<file path="src/rtl/day12_ascii_tokenizer.sv">
// day12_ascii_tokenizer: turns the Day-12 puzzle text (ASCII byte stream) into
// 32-bit tagged tokens (NUM / EOL / ROW / END) on a valid/ready output port.
// Optional build macro: DAY12_TOK_CHECKSUM_EN folds an XOR checksum of every
// emitted token into the low 16 bits of the END token.
module day12_ascii_tokenizer #(
  parameter int unsigned MAX_ROW_BITS = 8,
  parameter bit          CR_IGNORE    = 1'b1
) (
  input  logic        clk,
  input  logic        rst_n,
  input  logic        in_valid,
  input  logic [7:0]  in_byte,
  input  logic        in_last,
  output logic        in_ready,
  output logic        out_valid,
  output logic [31:0] out_data,
  input  logic        out_ready,
  output logic        err_sticky
);

  localparam int unsigned NUM_W  = 29;
  localparam int unsigned ROW_W  = 24;
  localparam int unsigned LEN_W  = 6;
  localparam int unsigned CNT_W  = 30;
  localparam int unsigned ACC_W  = 34;
`ifdef DAY12_TOK_CHECKSUM_EN
  // Only the low 14 bits of the token count are visible in END.
  localparam int unsigned TOK_CNT_W = 14;
`else
  localparam int unsigned TOK_CNT_W = 30;
`endif
  localparam logic [NUM_W-1:0] NUM_SAT = '1;

  typedef enum logic [2:0] {
    S_IDLE,
    S_ACC_NUM,
    S_ACC_ROW,
    S_EMIT_EOL,
    S_FLUSH,
    S_EMIT_END
  } state_e;

  typedef enum logic [1:0] {
    P_NONE,
    P_NUM,
    P_ROW
  } pend_e;

  state_e                 state_q,    state_d;
  pend_e                  pend_q,     pend_d;
  logic [NUM_W-1:0]       acc_q,      acc_d;
  logic [ROW_W-1:0]       row_bits_q, row_bits_d;
  logic [LEN_W-1:0]       row_len_q,  row_len_d;
  logic [TOK_CNT_W-1:0]   tok_cnt_q,  tok_cnt_d;
  logic [CNT_W-1:0]       line_q,     line_d;
  logic                   err_q,      err_d;
  logic                   eol_pend_q, eol_pend_d;
  logic                   end_sent_q, end_sent_d;
  logic                   out_valid_q, out_valid_d;
  logic [31:0]            out_data_q, out_data_d;
`ifdef DAY12_TOK_CHECKSUM_EN
  logic [15:0]            chk_q,      chk_d;
`endif

  logic                   out_free;
  logic                   in_state_ok;
  logic                   accept;
  logic                   is_digit, is_hash, is_dot, is_row, is_sep, is_colon, is_nl, is_cr;
  logic [ACC_W-1:0]       acc_prod;
  logic [NUM_W-1:0]       acc_next;
  logic [CNT_W-1:0]       line_inc;
  logic [31:0]            row_tok, num_tok, pend_tok, flush_tok, eol_tok, end_tok;
  logic                   load_en;
  logic [31:0]            load_tok;

  // Handshake: bytes are taken only when the output register can absorb a token.
  assign out_free    = !out_valid_q || out_ready;
  assign in_state_ok = (state_q == S_IDLE) || (state_q == S_ACC_NUM) || (state_q == S_ACC_ROW);
  assign in_ready    = rst_n && out_free && in_state_ok;
  assign accept      = in_valid && in_ready;

  // Character classes.
  assign is_digit = (in_byte >= 8'h30) && (in_byte <= 8'h39);
  assign is_hash  = (in_byte == 8'h23);
  assign is_dot   = (in_byte == 8'h2E);
  assign is_row   = is_hash || is_dot;
  assign is_colon = (in_byte == 8'h3A);
  assign is_sep   = (in_byte == 8'h20) || (in_byte == 8'h78) || is_colon;
  assign is_nl    = (in_byte == 8'h0A);
  assign is_cr    = (in_byte == 8'h0D);

  // Saturating decimal accumulate; acc_q is zero whenever no number is pending.
  assign acc_prod = ACC_W'(acc_q) * ACC_W'(10) + ACC_W'(in_byte[3:0]);
  assign acc_next = (acc_prod > ACC_W'(NUM_SAT)) ? NUM_SAT : acc_prod[NUM_W-1:0];

  // Candidate token words.
  assign line_inc  = CNT_W'(line_q + 1'b1);
  assign row_tok   = {2'b10, row_len_q, row_bits_q};
  assign num_tok   = {2'b00, 1'b0, acc_q};
  assign pend_tok  = (pend_q == P_ROW) ? row_tok : {2'b00, is_colon, acc_q};
  assign flush_tok = (pend_q == P_ROW) ? row_tok : num_tok;
  assign eol_tok   = {2'b01, line_inc};
`ifdef DAY12_TOK_CHECKSUM_EN
  assign end_tok   = {2'b11, tok_cnt_q, chk_q};
`else
  assign end_tok   = {2'b11, tok_cnt_q};
`endif

  // Next-state, token assembly and output-register load.
  always_comb begin
    state_d     = state_q;
    pend_d      = pend_q;
    acc_d       = acc_q;
    row_bits_d  = row_bits_q;
    row_len_d   = row_len_q;
    tok_cnt_d   = tok_cnt_q;
    line_d      = line_q;
    err_d       = err_q;
    eol_pend_d  = eol_pend_q;
    end_sent_d  = end_sent_q;
    out_valid_d = out_valid_q && !out_ready;
    out_data_d  = out_data_q;
`ifdef DAY12_TOK_CHECKSUM_EN
    chk_d       = chk_q;
`endif
    load_en     = 1'b0;
    load_tok    = '0;

    case (state_q)
      S_IDLE, S_ACC_NUM, S_ACC_ROW: begin
        if (accept) begin
          if (is_digit) begin
            if (pend_q == P_ROW) begin
              load_en  = 1'b1;
              load_tok = row_tok;
            end
            acc_d      = acc_next;
            row_bits_d = '0;
            row_len_d  = '0;
            pend_d     = P_NUM;
            state_d    = S_ACC_NUM;
          end else if (is_row) begin
            if (pend_q == P_NUM) begin
              load_en  = 1'b1;
              load_tok = num_tok;
            end
            if (row_len_q < LEN_W'(MAX_ROW_BITS)) begin
              row_bits_d = row_bits_q | (ROW_W'(is_hash) << row_len_q);
              row_len_d  = LEN_W'(row_len_q + 1'b1);
            end else begin
              err_d = 1'b1;
            end
            acc_d   = '0;
            pend_d  = P_ROW;
            state_d = S_ACC_ROW;
          end else if (is_cr && CR_IGNORE) begin
            state_d = state_q;
          end else begin
            // Separator, newline or illegal byte: close any pending token.
            if (pend_q != P_NONE) begin
              load_en  = 1'b1;
              load_tok = pend_tok;
            end
            acc_d      = '0;
            row_bits_d = '0;
            row_len_d  = '0;
            pend_d     = P_NONE;
            state_d    = S_IDLE;
            if (is_nl) begin
              if (pend_q != P_NONE) begin
                eol_pend_d = 1'b1;
                state_d    = S_EMIT_EOL;
              end else begin
                load_en  = 1'b1;
                load_tok = eol_tok;
                line_d   = line_inc;
              end
            end else if (!is_sep) begin
              err_d = 1'b1;
            end
          end
          if (in_last) begin
            state_d = S_FLUSH;
          end
        end
      end

      S_EMIT_EOL: begin
        if (out_free) begin
          load_en    = 1'b1;
          load_tok   = eol_tok;
          line_d     = line_inc;
          eol_pend_d = 1'b0;
          state_d    = S_IDLE;
        end
      end

      S_FLUSH: begin
        if (out_free) begin
          if (pend_q != P_NONE) begin
            load_en    = 1'b1;
            load_tok   = flush_tok;
            acc_d      = '0;
            row_bits_d = '0;
            row_len_d  = '0;
            pend_d     = P_NONE;
          end else if (eol_pend_q) begin
            load_en    = 1'b1;
            load_tok   = eol_tok;
            line_d     = line_inc;
            eol_pend_d = 1'b0;
          end else begin
            state_d = S_EMIT_END;
          end
        end
      end

      S_EMIT_END: begin
        if (!end_sent_q) begin
          if (out_free) begin
            out_valid_d = 1'b1;
            out_data_d  = end_tok;
            end_sent_d  = 1'b1;
          end
        end else if (out_ready) begin
          // END accepted downstream: start a fresh puzzle.
          tok_cnt_d  = '0;
          line_d     = '0;
          err_d      = 1'b0;
`ifdef DAY12_TOK_CHECKSUM_EN
          chk_d      = '0;
`endif
          end_sent_d = 1'b0;
          state_d    = S_IDLE;
        end
      end

      default: begin
        state_d = S_IDLE;
      end
    endcase

    if (load_en) begin
      out_valid_d = 1'b1;
      out_data_d  = load_tok;
      tok_cnt_d   = TOK_CNT_W'(tok_cnt_q + 1'b1);
`ifdef DAY12_TOK_CHECKSUM_EN
      chk_d       = chk_q ^ load_tok[31:16] ^ load_tok[15:0];
`endif
    end
  end

  // State and datapath registers.
  always_ff @(posedge clk or negedge rst_n) begin
    if (!rst_n) begin
      state_q     <= S_IDLE;
      pend_q      <= P_NONE;
      acc_q       <= '0;
      row_bits_q  <= '0;
      row_len_q   <= '0;
      tok_cnt_q   <= '0;
      line_q      <= '0;
      err_q       <= 1'b0;
      eol_pend_q  <= 1'b0;
      end_sent_q  <= 1'b0;
      out_valid_q <= 1'b0;
      out_data_q  <= '0;
`ifdef DAY12_TOK_CHECKSUM_EN
      chk_q       <= '0;
`endif
    end else begin
      state_q     <= state_d;
      pend_q      <= pend_d;
      acc_q       <= acc_d;
      row_bits_q  <= row_bits_d;
      row_len_q   <= row_len_d;
      tok_cnt_q   <= tok_cnt_d;
      line_q      <= line_d;
      err_q       <= err_d;
      eol_pend_q  <= eol_pend_d;
      end_sent_q  <= end_sent_d;
      out_valid_q <= out_valid_d;
      out_data_q  <= out_data_d;
`ifdef DAY12_TOK_CHECKSUM_EN
      chk_q       <= chk_d;
`endif
    end
  end

  assign out_valid  = out_valid_q;
  assign out_data   = out_data_q;
  assign err_sticky = err_q;

endmodule

</file>
<file path="config.mk">
export PLATFORM = sky130hd
export DESIGN_NAME = day12_ascii_tokenizer
export DESIGN_NICKNAME = d
export VERILOG_FILES = /design/src/rtl/day12_ascii_tokenizer.sv
export SDC_FILE = /design/constraint.sdc
export NUM_CORES = 1
export LEC_CHECK = 0
export CAP_MARGIN = 25
export CORE_MARGIN = 2
export CORE_UTILIZATION = 30
export DETAILED_ROUTE_END_ITERATION = 6
export PLACE_DENSITY = 0.46
export SETUP_SLACK_MARGIN = 0.4
export SLEW_MARGIN = 15
export SYNTH_ARGS = -nofsm -noshare
export SYNTH_HDL_FRONTEND = slang
export SYNTH_SLANG_ARGS = --single-unit
</file>
<file path="constraint.sdc">
create_clock -name clk -period 4.95 [get_ports clk]
set_input_delay 0.495 -clock clk [delete_from_list [all_inputs] [get_ports clk]]
set_output_delay 0.495 -clock clk [all_outputs]
set_load 0.05 [all_outputs]
</file>
== After elaboration in Yosys (flattened, before gate mapping) ==
Index checks and enable logic that the tools add are counted.

* Bits of input ports: 13
* Output and inout port bits: 35
* Register bits after elaboration: 160

* Multiplexer cells: 120
* Magnitude comparators: 4
* $mul: 1
* Shifts and indexed selects: 1
* Equal/unequal tests: 37
* $add $sub $neg: 4
* Reduce and logical (&&, ||, !) cells: 32
* Bitwise gates (word level): 1

{| class="wikitable"
|+ Operator list
! cell !! number
|-
| $mux 32 || 16
|-
| $mux 30 || 14
|-
| $mux 29 || 8
|-
| $mux 24 || 7
|-
| $pmux 30 s4 || 1
|-
| $pmux 32 s3 || 1
|-
| $mux 31 || 2
|-
| $add 30x1->30 const B || 2
|-
| $pmux 29 s2 || 1
|-
| $pmux 24 s2 || 1
|-
| $mux 6 || 7
|-
| $mux 1 || 37
|-
| $add 33x4->34 || 1
|-
| $gt 34x29->1 const B || 1
|-
| $mux 3 || 11
|-
| $eq 8x6->1 const B || 4
|-
| $mul 29x3->32 const B || 1
|-
| $ne 2x2->1 const B || 15
|-
| $or 24x24->24 || 1
|-
| $shl 1x6->24 || 1
|-
| $eq 8x4->1 const B || 2
|-
| $mux 2 || 8
|-
| $reduce_bool 2->1 || 7
|-
| $reduce_and 13->1 || 1
|-
| other kinds (32) || 50
|}

== Depth between registers and ports, before layout ==
* Depth after elaboration: 11
* Gate-level depth with buffers: 15

== Worst setup path after synthesis ==
No wires, ideal clock.

* Kind: flip-flop to flip-flop
* Start: register acc_q[1]
* End: register acc_q[26]
* Required time: 4.806 ns
* Arrival time: 3.933 ns
* Library setup time: 0.144 ns
* Cell stages (with the launch flop): 15
* Setup slack: 0.873 ns
* Cells stage by stage: dfrtp_1 -> ha_1 -> ha_1 -> inv_1 -> fa_1 -> nand2b_1 -> a21oi_2 -> o2111ai_2 -> and4_1 -> nor4_2 -> nand4b_1 -> nor4_4 -> mux2i_1 -> buf_6 -> o211ai_2

* Cells in the longest elaborated chain, start to end: 7

{| class="wikitable"
|+ RTL lines
! element !! RTL line !! text
|-
| start, declared || 51 || <nowiki>logic [NUM_W-1:0] acc_q, acc_d;</nowiki>
|-
| start signal, assigned || 258 || <nowiki>acc_q <= '0;</nowiki>
|-
| start signal, assigned || 274 || <nowiki>acc_q <= acc_d;</nowiki>
|-
| $mul 29x3->32 (*) || 93 || <nowiki>assign acc_prod = ACC_W'(acc_q) * ACC_W'(10) + ACC_W'(in_byte[3:0]);</nowiki>
|-
| $add 33x4->34 (*) || 93 ||
|-
| $gt 34x29->1 || 94 || <nowiki>assign acc_next = (acc_prod > ACC_W'(NUM_SAT)) ? NUM_SAT : acc_prod[NUM_W-1:0];</nowiki>
|-
| $mux 29 (*) || 94 ||
|-
| $mux 29 (*) || 132 || <nowiki>if (is_digit) begin</nowiki>
|-
| $mux 29 (*) || 131 || <nowiki>if (accept) begin</nowiki>
|-
| $pmux 29 s2 (*) || 129 || <nowiki>case (state_q)</nowiki>
|}

Every way passes the cells marked *; elsewhere a longest branch is shown, timed or not. The select of a mux whose other input is x is not followed.
A chain may end at the register's enable or synchronous reset.

== Final worst setup path ==
* Start: register acc_q[1]
* End: register acc_q[19]

The elaborated chain is that of the path after synthesis.

==> results <==
- For this design, the sink count on the clock tree is 160.
- The worst supply voltage drop on vdd is 0.1870 mV.
- The per-cell via count in the routed design is 5.649.
- The horizontal extent of the die is 203.4 um.
- The largest clock skew in the final design is 9.592 ps.
- The relative area change from synthesis to final layout is 15.02%.
- The worst slack on hold paths is 4.406 ps.
- Summed over all cells, the static leakage comes to 5.724 nW.
- The number of port buffers is 47.
- The wire length after detailed routing is 40.71 mm.
- Cells with a size suffix above 1 make up 8.222% of the layout.
- In this run the remaining antenna-violating nets after routing total 0.
- Averaged over all synthesized cells, the footprint is 8.148 um^2.
- Setup repair after global routing left no endpoint under its margin.
- Counting flops with an async set or reset pin after synthesis yields a share of 100.0%.
- After detailed routing, the met3 layer carries 1.613 mm of wire.
- The core area is 0.03946 mm^2.
- Fill cells in the final layout number 4173.
- In this design, the largest share of critical-path delay is due to simple AND/OR/NAND/NOR gates.
- The critical path capture point type is a flip-flop.
- The critical path goes through ha_1, ha_1, inv_1, fa_1, nand2b_1, a21oi_4, or3_1, nand3_1, nor4_2, nand3_1, nor4_4, mux2i_2, buf_4, o21ai_0.
- The endpoint of the most critical setup path is acc_q[19].
- The final core utilization is 34.77%.
- The highest metal layer carrying signal wires in the routed design is met4.
- The most critical setup path has its startpoint at acc_q[1].
- The slack of the worst reg-to-reg path is 750 ps.
- In the final routed layout, each cell accounts on average for 20.14 um.
- In this run, distinct cell masters in the synthesized netlist total 85.
- Counting both buffers and inverters, the worst setup path holds a total of 2.
- The first global-routing pass estimated 64.18 mm of wire.
- Measured in cells, the most critical reg-to-reg path has a length of 14.
- Subtracting the final worst setup slack from the clock period gives 4203 ps.
- Counting every instance in the synthesized netlist gives 1464.
- The total of max-cap violations is 0.
- The remaining global-route overflow is 0.
- Entering global routing, the biggest net connects 71 pins.
- The CTS buffer count is 17.
- In the routed design, unresolved DRC markers number 0.
- The deepest level of the CTS H-tree is 4.
- For this block, the initial DRC count from the detailed router was 1115.
- Detailed routing placed a total of 18.61 mm of wire on met2.
- The latest clock arrival within the worst-skew pair is 430 ps.
- The post-route total power is 0.004199 W.
- The number of antenna violations at the first check in global routing was 0.
- The root cell of the clock tree is sky130_fd_sc_hd__clkbuf_16.
- In this run the vertical extent of the chip is 203.4 um.
- The count of pins over their slew limit is 0.
- The global-route usage over all layers is 19.77%.
- For this design the top-level I/O count stands at 48.
- The most used flip-flop cell after synthesis is sky130_fd_sc_hd__dfrtp_1.
- The cell type of the slowest stage on the worst timing path is sky130_fd_sc_hd__nor4_2.
- After synthesis, flip-flops and latches occupy 33.56% of the total area.
- The CTS clock-pin slew for the worst setup and hold paths is 70 ps.
- The maximum root-to-sink buffer count is 2.
- In the final routing, the length of wire on met1 measures 19.84 mm.
- The weighted congestion reported at the end of routability-driven placement is 0.8456.
- The reg-to-reg critical path startpoint is acc_q[1].
- The flow ran to the end, and the final reports show no timing, DRC or antenna violations.
- The remaining max-slew budget at the tightest pin is 25.73%.
- The total of hold buffers inserted after clock tree synthesis is 0.
- The data arrival time of the critical path is 4510 ps.
- The mapped netlist covers 0.01193 mm^2.
- In this run the critical register-to-register path is captured at acc_q[19].
- The cell depth of the worst setup path is 14.
- The critical path is of the reg2reg type.
- The number of iterations in the first detailed-routing pass is 7.
- In the final design database the tool counted 1559 nets.
- Setup violations remaining at the end of the flow were counted as 0.
- The total via count after detailed routing is 11420.
- The total power per unit cell area is 306.1 mW/mm^2.
- The HPWL after detailed placement is 30.97 mm.
- The via count of the first global-routing pass is 10820.
- Post-CTS timing repair inserted 0 buffers for setup.
- The total number of yosys warnings is 0.
- The initial utilization of the core area, before any placement, comes to 30.23%.
- The number of enable-type register cells in the synthesized netlist is 0.
- For the pin with the worst max-slew slack, the measured transition is 1086 ps.
- The die footprint is 0.04137 mm^2.
- The path class of the tightest hold or removal check is in2async.
- The final hold violation count is 0.
- The number of antenna cells inserted is 0.
- The critical-path maximum fanout is 24.
- Static timing analysis puts the maximum clock frequency at 237.9 MHz.
- The synthesized design contains 160 register bits.
- The worst setup path is launched from a flip-flop.
- TritonCTS built the clock tree.
- Gates resized during post-CTS repair numbered 0.
- The sum of negative setup slack is 0 ps.
- The worst endpoint required time is 5260 ps.
- The maximum cell stage delay along the critical path is 600 ps.
- Synthesis produced a netlist with a net count of 1539.
- The floorplan row count is 73.
- The final critical path takes up 84.92% of the cycle.
[worst min-delay path by stage]
| stage | endpoint | slack, ps | cells after the start | from |
|---|---|---|---|---|
| after global routing | tok_cnt_q[7] | 30 | 1 | rst_n |
| after CTS | tok_cnt_q[9] | 9 | 1 | rst_n |
| after floorplan | acc_q[0] | 200 | 0 | rst_n |
| after detailed placement | tok_cnt_q[9] | 480 | 1 | rst_n |
| after global placement | tok_cnt_q[7] | 480 | 1 | rst_n |
| final | tok_cnt_q[9] | 4 | 1 | rst_n |
[sequential cells by signal, indices dropped and copies added, names as in the netlist]
signal,cells
out_data,32
line_q,30
tok_cnt_q,30
acc_q,29
row_bits_q,24
row_len_q,6
state_q,3
pend_q,2
end_sent_q,1
eol_pend_q,1
err_sticky,1
out_valid,1
[cells in the mapped netlist (all sizes together), types with 4 or more instances]
cell type	count	share of area, %
a2111oi	4	0.45
a211oi	8	0.69
a21boi	4	0.25
a21o	13	0.82
a21oi	154	6.6
a221oi	5	0.42
a22oi	38	2.4
a31oi	20	1.0
and2	14	0.73
and3	18	0.94
and4	8	0.59
buf	17	0.73
clkbuf	68	2.1
dfrtp	160	34
ha	60	6.3
inv	22	0.69
mux2i	19	1.6
nand2	173	5.5
nand2b	8	0.42
nand3	52	2.2
nand3b	5	0.31
nand4	21	1.1
nor2	140	4.4
nor2b	14	0.73
nor3	42	1.8
nor3b	9	0.57
nor4	25	1.5
nor4b	6	0.60
o2111ai	9	0.86
o211ai	28	2.2
o21a	8	0.57
o21ai	129	5.5
o221ai	5	0.37
o22ai	17	0.89
o31a	4	0.29
o31ai	11	0.69
o41ai	8	0.59
or2	4	0.21
or3	7	0.37
or4	4	0.25
or4b	5	0.42
xnor2	29	2.1
xor2	31	2.3
[placed cells by master (no fill, tap or decap), types with 6 or more instances in the layout]
cell                              count
sky130_fd_sc_hd__nand2_1            172
sky130_fd_sc_hd__dfrtp_1            160
sky130_fd_sc_hd__a21oi_1            150
sky130_fd_sc_hd__nor2_1             140
sky130_fd_sc_hd__o21ai_0            111
sky130_fd_sc_hd__ha_1                60
sky130_fd_sc_hd__nand3_1             52
sky130_fd_sc_hd__clkdlybuf4s50_1     46
sky130_fd_sc_hd__nor3_1              39
sky130_fd_sc_hd__a22oi_1             38
sky130_fd_sc_hd__buf_4               38
sky130_fd_sc_hd__xor2_1              31
sky130_fd_sc_hd__xnor2_1             29
sky130_fd_sc_hd__inv_1               22
sky130_fd_sc_hd__nand4_1             21
sky130_fd_sc_hd__nor4_1              21
sky130_fd_sc_hd__a31oi_1             20
sky130_fd_sc_hd__and3_1              18
sky130_fd_sc_hd__o211ai_1            18
sky130_fd_sc_hd__mux2i_1             18
sky130_fd_sc_hd__o22ai_1             17
sky130_fd_sc_hd__clkbuf_16           17
sky130_fd_sc_hd__o21ai_1             15
sky130_fd_sc_hd__and2_1              14
sky130_fd_sc_hd__nor2b_1             13
sky130_fd_sc_hd__a21o_1              13
sky130_fd_sc_hd__o31ai_1             11
sky130_fd_sc_hd__o211ai_2            10
sky130_fd_sc_hd__nor3b_1              9
sky130_fd_sc_hd__nand2b_1             8
sky130_fd_sc_hd__and4_1               8
sky130_fd_sc_hd__o41ai_1              8
sky130_fd_sc_hd__or3_1                7
sky130_fd_sc_hd__o21a_1               7
sky130_fd_sc_hd__o2111ai_1            6
[cell families (layout without fill, tap and decap cells)]
kind of cell             Yosys count  count (layout)  share of synthesized area, %
adder cells (fa/ha/maj)           62              62                         6.629
AO/OA/AOI/OAI                    494             494                         27.08
multiplexers                      21              21                         1.783
XOR/XNOR                          60              60                         4.405
AND/OR/NAND/NOR                  560             560                         22.97
buffers and inverters            107             139                         3.566
flip-flops                       160             160                         33.56
[power by group]
part           switching (W)  internal, W
clock               0.000551     0.000870
sequential         0.0000994      0.00141
combinational       0.000897     0.000368
total                0.00155      0.00265
[cell type report]
type                       instances  area, um^2  area share, %
multi-input combinational       1197        7571          55.18
sequential                       160        4004          29.18
timing repair buffer              86       784.5          5.718
tap                              525       656.9          4.788
clock buffer                      22       464.2          3.383
clock inverter                     9       157.7          1.149
inverter                          22       82.58         0.6019
[metrics by stage]
step                instances  worst slack [ps]  cell area (um^2)
floorplan                1464             872.6             11930
CTS                      2020             628.9             13660
detailed placement       1989             632.0             13040
global route             2021             407.6             13720
finish                   2021             746.6             13720
global placement         1989             681.0             13040
[metal layers]
metal  track usage (%)  vias up
li1                  -     5496
met1             28.47     5557
met2             31.52      325
met3             2.317       38
met4             4.797        0
met5                 0        -
Note: power is estimated with default switching activity, not from simulation.
